### src/rtl/buffer_capture_sequencer_pkg.sv
// Shared types and constants for the sample-buffer capture sequencer.
// State codes double as the RGB LED decoder encoding.
package pkg_global;

    localparam int unsigned ADDR_W = 4;

    typedef logic [ADDR_W-1:0] bits_n;

    localparam logic [2:0] LED_IDLE       = 3'd0;
    localparam logic [2:0] LED_CAPT_WAIT  = 3'd1;
    localparam logic [2:0] LED_CAPT_WR    = 3'd2;
    localparam logic [2:0] LED_DRAIN_IDLE = 3'd3;
    localparam logic [2:0] LED_DRAIN_RD   = 3'd4;
    localparam logic [2:0] LED_DRAIN_OUT  = 3'd5;
    localparam logic [2:0] LED_ERR        = 3'd7;

    typedef enum logic [2:0] {
        S_IDLE       = LED_IDLE,
        S_CAPT_WAIT  = LED_CAPT_WAIT,
        S_CAPT_WR    = LED_CAPT_WR,
        S_DRAIN_IDLE = LED_DRAIN_IDLE,
        S_DRAIN_RD   = LED_DRAIN_RD,
        S_DRAIN_OUT  = LED_DRAIN_OUT,
        S_ERR        = LED_ERR
    } seq_state_t;

endpackage

### src/rtl/buffer_capture_sequencer_timeout.sv
// Sensor-wait timeout counter: counts while enabled, flags the terminal count
// (TIMEOUT_CYC-1) and holds there until cleared.
module seq_timeout_counter #(
    parameter int unsigned TIMEOUT_CYC = 1_000_000
) (
    input  logic clk,
    input  logic rst_n,
    input  logic clear,
    input  logic enable,
    output logic tc
);

    localparam int unsigned CNT_W = (TIMEOUT_CYC > 1) ? $clog2(TIMEOUT_CYC) : 1;
    localparam logic [CNT_W-1:0] LAST = CNT_W'(TIMEOUT_CYC - 1);

    logic [CNT_W-1:0] count;

    always_ff @(posedge clk or negedge rst_n) begin
        if (!rst_n) begin
            count <= '0;
        end else if (clear) begin
            count <= '0;
        end else if (enable && !tc) begin
            count <= count + 1'b1;
        end
    end

    assign tc = (count == LAST);

endmodule

### src/rtl/buffer_capture_sequencer.sv
// Capture N sensor samples into the sample buffer, then drain them one byte
// per SD-writer request; optional continuous restart after each drain.
module buffer_capture_sequencer
    import pkg_global::*;
#(
    parameter int unsigned N_SAMPLES   = 16,
    parameter int unsigned TIMEOUT_CYC = 1_000_000
) (
    input  logic        clk_i,
    input  logic        rst_i,
    input  logic        modo_i,
    input  logic        start_i,
    input  logic        sensor_valid_i,
    input  logic [7:0]  sensor_data_i,
    input  logic [7:0]  buf_rdata_i,
    output logic        en_sensor_o,
    output bits_n       buf_addr_o,
    output logic        buf_we_o,
    output logic [7:0]  buf_wdata_o,
    input  logic        rd_req_i,
    output logic        rd_valid_o,
    output logic [7:0]  rd_data_o,
    output logic        busy_o,
    output logic        done_o,
    output logic        err_o,
    output logic [2:0]  state_o
);

    localparam bits_n LAST_IDX = bits_n'(N_SAMPLES - 1);

    seq_state_t state;
    seq_state_t next_state;

    logic       last_idx;
    logic       tmo_clear;
    logic       tmo_en;
    logic       tmo_tc;

    bits_n      addr_d;
    logic [7:0] wdata_d;
    logic       we_d;
    logic       en_sensor_d;
    logic       rd_valid_d;
    logic [7:0] rd_data_d;
    logic       busy_d;
    logic       done_d;
    logic       err_d;

    assign last_idx  = (buf_addr_o == LAST_IDX);
    assign tmo_en    = (state == S_CAPT_WAIT);
    assign tmo_clear = (state != S_CAPT_WAIT);

    seq_timeout_counter #(
        .TIMEOUT_CYC(TIMEOUT_CYC)
    ) u_timeout (
        .clk   (clk_i),
        .rst_n (rst_i),
        .clear (tmo_clear),
        .enable(tmo_en),
        .tc    (tmo_tc)
    );

    always_ff @(posedge clk_i or negedge rst_i) begin
        if (!rst_i) begin
            state <= S_IDLE;
        end else begin
            state <= next_state;
        end
    end

    // A sample arriving on the terminal-count cycle still wins over the timeout.
    always_comb begin
        next_state = state;
        unique case (state)
            S_IDLE:       if (start_i) next_state = S_CAPT_WAIT;
            S_CAPT_WAIT: begin
                if (sensor_valid_i) begin
                    next_state = S_CAPT_WR;
                end else if (tmo_tc) begin
                    next_state = S_ERR;
                end
            end
            S_CAPT_WR:    next_state = last_idx ? S_DRAIN_IDLE : S_CAPT_WAIT;
            S_DRAIN_IDLE: if (rd_req_i) next_state = S_DRAIN_RD;
            S_DRAIN_RD:   next_state = S_DRAIN_OUT;
            S_DRAIN_OUT: begin
                if (!last_idx) begin
                    next_state = S_DRAIN_IDLE;
                end else if (modo_i) begin
                    next_state = S_CAPT_WAIT;
                end else begin
                    next_state = S_IDLE;
                end
            end
            S_ERR:        if (start_i) next_state = S_CAPT_WAIT;
            default:      next_state = S_IDLE;
        endcase
    end

    // Outputs are registered from next_state so they line up with the state
    // they belong to; the buffer address is stable through the whole read.
    always_comb begin
        addr_d = buf_addr_o;
        unique case (state)
            S_IDLE, S_ERR:          if (start_i) addr_d = '0;
            S_CAPT_WR, S_DRAIN_OUT: addr_d = last_idx ? '0 : buf_addr_o + bits_n'(1);
            default:                addr_d = buf_addr_o;
        endcase

        wdata_d = buf_wdata_o;
        if (state == S_CAPT_WAIT && sensor_valid_i) begin
            wdata_d = sensor_data_i;
        end

        rd_data_d = rd_data_o;
        if (next_state == S_DRAIN_OUT) begin
            rd_data_d = buf_rdata_i;
        end

        we_d        = (next_state == S_CAPT_WR);
        en_sensor_d = (next_state == S_CAPT_WAIT) || (next_state == S_CAPT_WR);
        rd_valid_d  = (next_state == S_DRAIN_OUT);
        done_d      = (next_state == S_DRAIN_OUT) && last_idx;
        busy_d      = (next_state != S_IDLE);
        err_d       = (next_state == S_ERR);
    end

    always_ff @(posedge clk_i or negedge rst_i) begin
        if (!rst_i) begin
            buf_addr_o  <= '0;
            buf_wdata_o <= '0;
            buf_we_o    <= 1'b0;
            en_sensor_o <= 1'b0;
            rd_valid_o  <= 1'b0;
            rd_data_o   <= '0;
            busy_o      <= 1'b0;
            done_o      <= 1'b0;
            err_o       <= 1'b0;
        end else begin
            buf_addr_o  <= addr_d;
            buf_wdata_o <= wdata_d;
            buf_we_o    <= we_d;
            en_sensor_o <= en_sensor_d;
            rd_valid_o  <= rd_valid_d;
            rd_data_o   <= rd_data_d;
            busy_o      <= busy_d;
            done_o      <= done_d;
            err_o       <= err_d;
        end
    end

    assign state_o = state;

endmodule

### config.mk
export PLATFORM = sky130hd
export DESIGN_NAME = buffer_capture_sequencer
export DESIGN_NICKNAME = d
export VERILOG_FILES = /design/src/rtl/buffer_capture_sequencer_pkg.sv /design/src/rtl/buffer_capture_sequencer_timeout.sv /design/src/rtl/buffer_capture_sequencer.sv
export SDC_FILE = /design/constraint.sdc
export NUM_CORES = 1
export LEC_CHECK = 0
export BUFFER_PORTS_ARGS = -buffer_cell sky130_fd_sc_hd__clkbuf_2
export CAP_MARGIN = 25
export CORE_UTILIZATION = 25
export DETAILED_ROUTE_END_ITERATION = 6
export PLACE_DENSITY = 0.51
export RECOVER_POWER = 25
export SYNTH_ARGS = -nofsm -noshare
export SYNTH_HDL_FRONTEND = slang
export SYNTH_SLANG_ARGS = --single-unit
### constraint.sdc
create_clock -name clk_i -period 5.8 [get_ports clk_i]
set_clock_uncertainty 0.2 [all_clocks]
set_input_delay 0.58 -clock clk_i [delete_from_list [all_inputs] [get_ports clk_i]]
set_output_delay 0.58 -clock clk_i [all_outputs]
set_load 0.01 [all_outputs]
Yosys cells after proc, flatten, opt, wreduce, memory -nomap -nowiden
Cells that the tools add are included.
{"block": "word_totals", "regBits": 49, "input_bits": 22, "wordCells": 52}
{"block": "op_classes", "n_addsub": 2, "n_eq_ne": 14, "mux": 13, "n_reduce_logical": 12}
{"op": "$mux W20", "count": 2}
{"op": "$add A20 B1 Y20 const B", "count": 1}
{"op": "$eq A20 B20 Y1 const B", "count": 1}
{"op": "$pmux W3 S6", "count": 1}
{"op": "$eq A3 B3 Y1 const B", "count": 5}
{"op": "$mux W3", "count": 4}
{"op": "$eq A3 B2 Y1 const B", "count": 3}
{"op": "$mux W4", "count": 2}
{"op": "$pmux W4 S2", "count": 1}
{"op": "$eq A3 B1 Y1 const B", "count": 2}
{"op": "$add A4 B1 Y4 const B", "count": 1}
{"op": "$eq A4 B4 Y1 const B", "count": 1}
{"op": "$mux W2", "count": 2}
{"op": "$reduce_bool A2 Y1", "count": 2}
{"op": "$reduce_or A2 Y1", "count": 2}
{"op": "$logic_and A1 B1 Y1", "count": 3}
{"op": "$logic_not A3 Y1", "count": 1}
{"op": "$ne A3 B1 Y1 const B", "count": 1}
{"op": "$reduce_bool A3 Y1", "count": 1}
{"op": "$ne A2 B1 Y1 const B", "count": 1}
{"op": "$reduce_and A2 Y1", "count": 1}
{"op": "$logic_not A1 Y1", "count": 1}
{"op": "$logic_or A1 B1 Y1", "count": 1}
{"op": "$mux W1", "count": 1}

Depth between registers and ports, before layout
Gate-level depths: netlist of the first run.
{"block": "depth", "word_depth": 6, "depth_mapped": 6, "mapped_depth_nobuf": 6}

Cells and area by module
Synthesis of the first run repeated with hierarchy kept, for this count alone.
{"block": "hier_totals", "cells_unflattened": 224, "area_unflattened_um2": 2434.8}
{"mod": "buffer_capture_sequencer", "n_inst": 1, "cells_per_inst": 111, "area_each_um2": 1336.3}
{"mod": "seq_timeout_counter", "n_inst": 1, "cells_per_inst": 113, "area_each_um2": 1098.6}

Worst setup path before layout of the first run
OpenSTA, ideal clock, no wires.
{"block": "synth_path", "path_type": "register -> register", "start": "reg state[2], in the netlist state_o[2]", "end": "reg u_timeout.count[0]", "setup_ps": 132, "arrival_ps": 1642, "required_ps": 5468, "slack_ps": 3827, "path_stages_with_launch": 7, "n_path_buf": 4, "path_cell_list": "dfrtp_1 -> clkbuf_1 -> clkbuf_1 -> nand2b_1 -> clkbuf_1 -> clkbuf_1 -> nor2_1"}
{"block": "synth_between", "elab_chain_cells": 3, "elab_cells_between_ends": 5}
{"item": "start: declaration", "line": "buffer_capture_sequencer.sv:31", "rtl": "seq_state_t state;"}
{"item": "start signal: assignment", "line": "buffer_capture_sequencer.sv:67", "rtl": "state <= next_state;"}
{"item": "$eq A3 B1 Y1", "line": "buffer_capture_sequencer.sv:50", "rtl": "assign tmo_en = (state == S_CAPT_WAIT);"}
{"item": "$logic_and A1 B1 Y1", "line": "buffer_capture_sequencer_timeout.sv:23", "rtl": "end else if (enable && !tc) begin"}
{"item": "$reduce_bool A2 Y1 (no line)"}
{"item": "end signal: assignment", "line": "buffer_capture_sequencer_timeout.sv:24", "rtl": "count <= count + 1'b1;"}
{"item": "end: declaration", "line": "buffer_capture_sequencer_timeout.sv:16", "rtl": "logic [CNT_W-1:0] count;"}
Parallel ways exist; a longest one is shown, timed or not.
A chain may end at the register's enable or synchronous reset.

==> metrics.yaml, run 1 <==
synthesis:
  syn_avg_cell_area_sq_um: 10.6
  yosys_register_bits: 49
  ys.flop_type: "dfrtp_1"
  yosysTopAreaCellShare: 0.524
  async_reset_ff_frac: 1.00
  yosysTopAreaCell: "dfrtp_1"
  synth-seq-area-share: 0.524
  synth_fp_nets: 244
  synth.area.top_cells: "dfrtp_1, mux2_2, nor2_1"
  syn_inst: 220
  netlist_area_sq_um: 2340
  synth.distinct_cells: 43
  synth_edf_count: 0
  synth.yosys.warnings: 0
outcome:
  status: "finished, violations left"
  violations: "max-capacitance violations, max-slew violations"
critical_path:
  end_kind: "async pin"
  critPathBufInv: 2
  crit_type: "in2async"
  cpLargestDelayFamily: "buffers and inverters"
  crit_slowest_cell: "clkbuf_1"
  start_kind: "primary input"
  crit_arrival_ps: 2560
  crit_chain: "clkbuf_2 -> clkbuf_1"
  max_stage_delay_ps: 1890
  crit_fanout: 49
  required_ps: 5460
floorplan:
  die_h_um: 98.7
  design.die.area_sq_um: 9750
  dieWidth_um: 98.7
  ios: 51
  num_rows: 34
  start_util: 0.263
  core_area_sq_um: 8890
finish:
  drive_gt1_frac: 0.296
  layout_commonest_cell: "clkbuf_2"
  antenna_cells: 0
  fin_util: 0.313
  final_cell_mix: "clkbuf_2, dfrtp_1, nor2_1, mux2_2, nand2_1"
  area_delta_synth_final_pct: 19.0
  fin_nets: 293
drt:
  via_count: 1776
  ant_nets: 0
  first_pass_iters: 4
  avgViaCountPerCell: 4.70
  routed_wl_mm: 4.99
  drt_iter0_drc: 117
  drc_errors: 0
  wl_per_cell_um: 13.2
clock_network:
  clock-sinks: 49
  root_buffer: "clkbuf_8"
  insertion_delay_ps: 320
  numCtsBuffers: 5
  postCtsSetupRepairBufs: 0
  clk_pin_slew_ps: 100
  clk_path_buf_depth: 2
  holdBufCountCts: 0
  cts_tree: "yes"
  htreeDepth: 2
  cts.repair.resized: 0
placed_design:
  dpl.hpwl_mm: 3.50
  portBuffers: 50
  gp_congestion: 0.735
sta:
  fmax_ghz: 0.346
  max_slew.worst_pin.slew_ps: 2660
  finalSetupTns_ps: 0
  slew_headroom: -0.776
  fin_crit_sh: 0.499
  setup_viol: 0
  maxSlewViolCount: 50
  hold_viol_final: 0
  min_period_ps: 2890
  rsz0062_at_grt: "no"
power:
  vdd_ir_drop_max_uv: 232
  leakage_nw: 1.26
  power.density_nw_per_um2: 415
global_route:
  track_usage: 0.110
  antenna_found_initial: 0
  grt_pass1_vias: 1727
  gr-total-overflow: 0
  grt_pass1_wl_mm: 8.54
  grt_max_degree: 50
hold_path:
  holdCritPathClass: "in2reg"
job:
  cap_violations: 1
[per-stage QoR]
step           worst slack (ps)  hold WS, ps  area (sq um)  instances  power (mW)
3_5_place_dp               3470          296          2690        370       0.948
3_3_place_gp               3570          292          2690        370       0.942
2_1_floorplan              3830         84.4          2340        220       0.792
5_1_grt                    2320          275          2780        378        1.24
6_report                   2910          284          2780        378        1.16
4_1_cts                    3460          181          2790        378        1.17
[Yosys cell counts, drive strengths merged, types with 2 or more instances]
cell / n
nand3: 8
nand2: 13
nor2b: 2
or3: 3
nor2: 24
ha: 2
nand4: 8
o221ai: 2
and3: 4
buf: 2
o21ai: 11
nor3: 9
nor3b: 2
mux2i: 5
a31oi: 4
mux2: 16
inv: 10
a21oi: 2
nor4b: 2
o22ai: 2
xor2: 9
clkbuf: 7
a21o: 2
xnor2: 4
nand2b: 4
dfrtp: 49
[path summary, 6_finish.rpt]
path                                                 start                             end  slack [ps]  depth (start not counted)
worst max-delay path                                 rst_i  u_timeout.count[5]$_DFFE_PN0P_        2910                          2
worst max register to register        state_o[2]$_DFF_PN0_                busy_o$_DFF_PN0_        3440                          5
max in group clk_i                    state_o[2]$_DFF_PN0_                busy_o$_DFF_PN0_        3440                          5
worst min-delay path                      sensor_data_i[6]      buf_wdata_o[6]$_DFFE_PN0P_         280                          2
worst min register to register  buf_wdata_o[7]$_DFFE_PN0P_      buf_wdata_o[7]$_DFFE_PN0P_         320                          1
min in group asynchronous                            rst_i  u_timeout.count[7]$_DFFE_PN0P_        1000                          2
[cell type report]
type | instances | area [sq um]
Timing Repair Buffer | 51 | 254
Clock buffer | 5 | 68.8
Multi-Input combinational cell | 152 | 1030
Inverter | 10 | 37.5
Fill cell | 913 | 6110
Tap cell | 108 | 135
Sequential cell | 49 | 1230
Clock inverter | 3 | 28.8
[where the power goes]
part	leakage (nW)	internal [mW]	total [mW]	switching, mW
registers	0.639	0.435	0.531	0.0958
clock network	0.0506	0.0904	0.221	0.131
logic	0.566	0.189	0.405	0.216
[registers in the layout (all words and copies together), names as in the netlist, 3 cells and up]
name / cells
buf_wdata_o: 8
rd_data_o: 8
buf_addr_o: 4
u_timeout.count: 20
state_o: 3
[logic make-up after synthesis]
group / share of synthesized area
AO/OA/AOI/OAI: 0.0786
multiplexers: 0.0984
XOR/XNOR: 0.0487
adder cells (fa/ha/maj): 0.0107
buffers and inverters: 0.0342
AND/OR/NAND/NOR: 0.205
flip-flops: 0.524
[routing by layer]
layer  global-route usage  up-vias  part of all wire
met3               0.0298        6             0.055
met1                0.152      850              0.50
met5                    0        -                 0
li1                     -      879                 -
met2                0.159       41              0.42
met4               0.0482        0             0.019
Note: power is estimated with default switching activity, not from simulation.
==> run 2, diff against run 1 <==
PLACE_DENSITY = 0.52   (was 0.51)
clock period = 2.6 ns   (was 5.8 ns; I/O delays follow)
==> metrics.yaml, run 2 (synthesis results as in run 1) <==
outcome:
  status: "finished, final reports clean"
clock_network:
  htreeDepth: 2
  clk_path_buf_depth: 2
  clock-sinks: 49
  clk_pin_slew_ps: 100
  root_buffer: "clkbuf_8"
  insertion_delay_ps: 310
  cts.repair.resized: 0
  cts_tree: "yes"
  numCtsBuffers: 5
finish:
  drive_gt1_frac: 0.264
  layout_commonest_cell: "dfrtp_1"
  reg_top3: "u_timeout.count: 20 flops, buf_wdata_o: 8 flops, rd_data_o: 8 flops"
  largest_reg_flops: 20
  fin_cells: 400
  fin_nets: 315
  fin_util: 0.335
  final_cell_area_sq_um: 2980
  final_cell_mix: "dfrtp_1, clkbuf_2, nor2_1, dlygate4sd3_1, mux2_2"
  top_register: "u_timeout.count"
  area_delta_synth_final_pct: 27.4
  antenna_cells: 0
placed_design:
  place_ws_ps: 537
  dp.cells: 375
  gp_congestion: 0.739
  post_dp_cell_area_sq_um: 2730
  portBuffers: 50
  dpl.hpwl_mm: 3.62
floorplan:
  start_util: 0.263
  ios: 51
  core_area_sq_um: 8890
  die_h_um: 98.7
  num_rows: 34
  dieWidth_um: 98.7
  design.die.area_sq_um: 9750
global_route:
  busiest_layer: "met2"
  grt_pass1_wl_mm: 8.65
  antenna_found_initial: 0
  grt_pass1_vias: 1874
  track_usage: 0.112
  grt.met3_usage: 0.0340
  gr-total-overflow: 0
  grt_max_degree: 26
  met2_usage: 0.181
  grtUsageMet1: 0.138
critical_path:
  crit_slowest_cell: "dfrtp_1"
  max_stage_delay_ps: 450
  start_kind: "flip-flop"
  worstReg2RegStart: "buf_addr_o[1]$_DFFE_PN0P_"
  crit_fanout: 6
  crit_type: "reg2reg"
  reg2regPathDepth: 6
  worstReg2RegEnd: "busy_o$_DFF_PN0_"
  critPathBufInv: 0
  crit_arrival_ps: 2090
  cpLargestDelayFamily: "simple AND/OR/NAND/NOR gates"
  end_kind: "flip-flop"
  required_ps: 2600
  crit_chain: "ha_1 -> nand3_1 -> a31oi_1 -> nand4_1 -> a21o_1 -> or3b_1"
  r2r_slack_ps: 510
power:
  vdd_ir_drop_max_uv: 383
  netSwitchingPower_mw: 0.983
  leakage_nw: 1.32
  total_power_mw: 2.60
  clkPwrFrac: 0.185
  power.density_nw_per_um2: 873
  seqPwrFrac: 0.455
  switching_share: 0.378
  p_int_mw: 1.62
  combPwrFrac: 0.360
sta:
  setup_slack_ps: 510
  min_period_ps: 2090
  fin_crit_sh: 0.804
  slew_headroom: 0.136
  max_slew.worst_pin.slew_ps: 1300
  hold_viol_final: 0
  rsz0062_at_grt: "no"
  hold_ws_ps: 19.5
  finalSetupTns_ps: 0
  maxSlewViolCount: 0
  fmax_ghz: 0.478
  setup_viol: 0
drt:
  routed_wl_mm: 5.09
  avgViaCountPerCell: 4.75
  wl_per_cell_um: 12.7
  first_pass_iters: 4
  drt_iter0_drc: 52
  via_count: 1898
  ant_nets: 0
  drc_errors: 0
hold_path:
  holdCritPathClass: "in2reg"
  whs_path_depth: 2
  min_to: "state_o[2]$_DFF_PN0_"
  hp-start: "sensor_valid_i"
job:
  cap_violations: 0
[run 2: final cells by class]
type / instances / area, sq um
Tap cell: 108 / 135
Inverter: 10 / 37.5
Multi-Input combinational cell: 152 / 1030
Fill cell: 892 / 5910
Timing Repair Buffer: 73 / 454
Clock inverter: 3 / 25.0
Sequential cell: 49 / 1230
Clock buffer: 5 / 68.8
[run 2: repair_timing]
action	in CTS	in global routing
hold endpoints to repair	39	0
setup endpoints to repair	0	0
hold buffers	17	0
buffers inserted	0	0
[run 2: worst max-delay path by stage]
stage                                      end  slack, ps  depth (start not counted)                           start
2_1_floorplan   u_timeout.count[0]$_DFFE_PN0P_        630                          6            state_o[2]$_DFF_PN0_
3_3_place_gp                   err_o$_DFF_PN0_        580                          6  u_timeout.count[8]$_DFFE_PN0P_
3_5_place_dp                  busy_o$_DFF_PN0_        540                          6       buf_addr_o[1]$_DFFE_PN0P_
4_1_cts                       busy_o$_DFF_PN0_        520                          6       buf_addr_o[1]$_DFFE_PN0P_
5_1_grt        u_timeout.count[11]$_DFFE_PN0P_        360                          3            state_o[0]$_DFF_PN0_
6_report                      busy_o$_DFF_PN0_        510                          6       buf_addr_o[1]$_DFFE_PN0P_
[run 2: power by group through the flow]
stage | combinational [mW] | clock [mW] | sequential [mW]
floorplan | 0.567 | 0 | 1.20
global placement | 0.944 | 0 | 1.19
detailed placement | 0.944 | 0 | 1.20
CTS | 0.965 | 0.499 | 1.19
global route | 1.05 | 0.525 | 1.22
finish | 0.936 | 0.482 | 1.18
[run 2: layer usage]
metal	routed length, um	up-vias
li1	-	918
met1	2360	922
met2	2390	53
met3	261	5
met4	85	0
met5	0	-
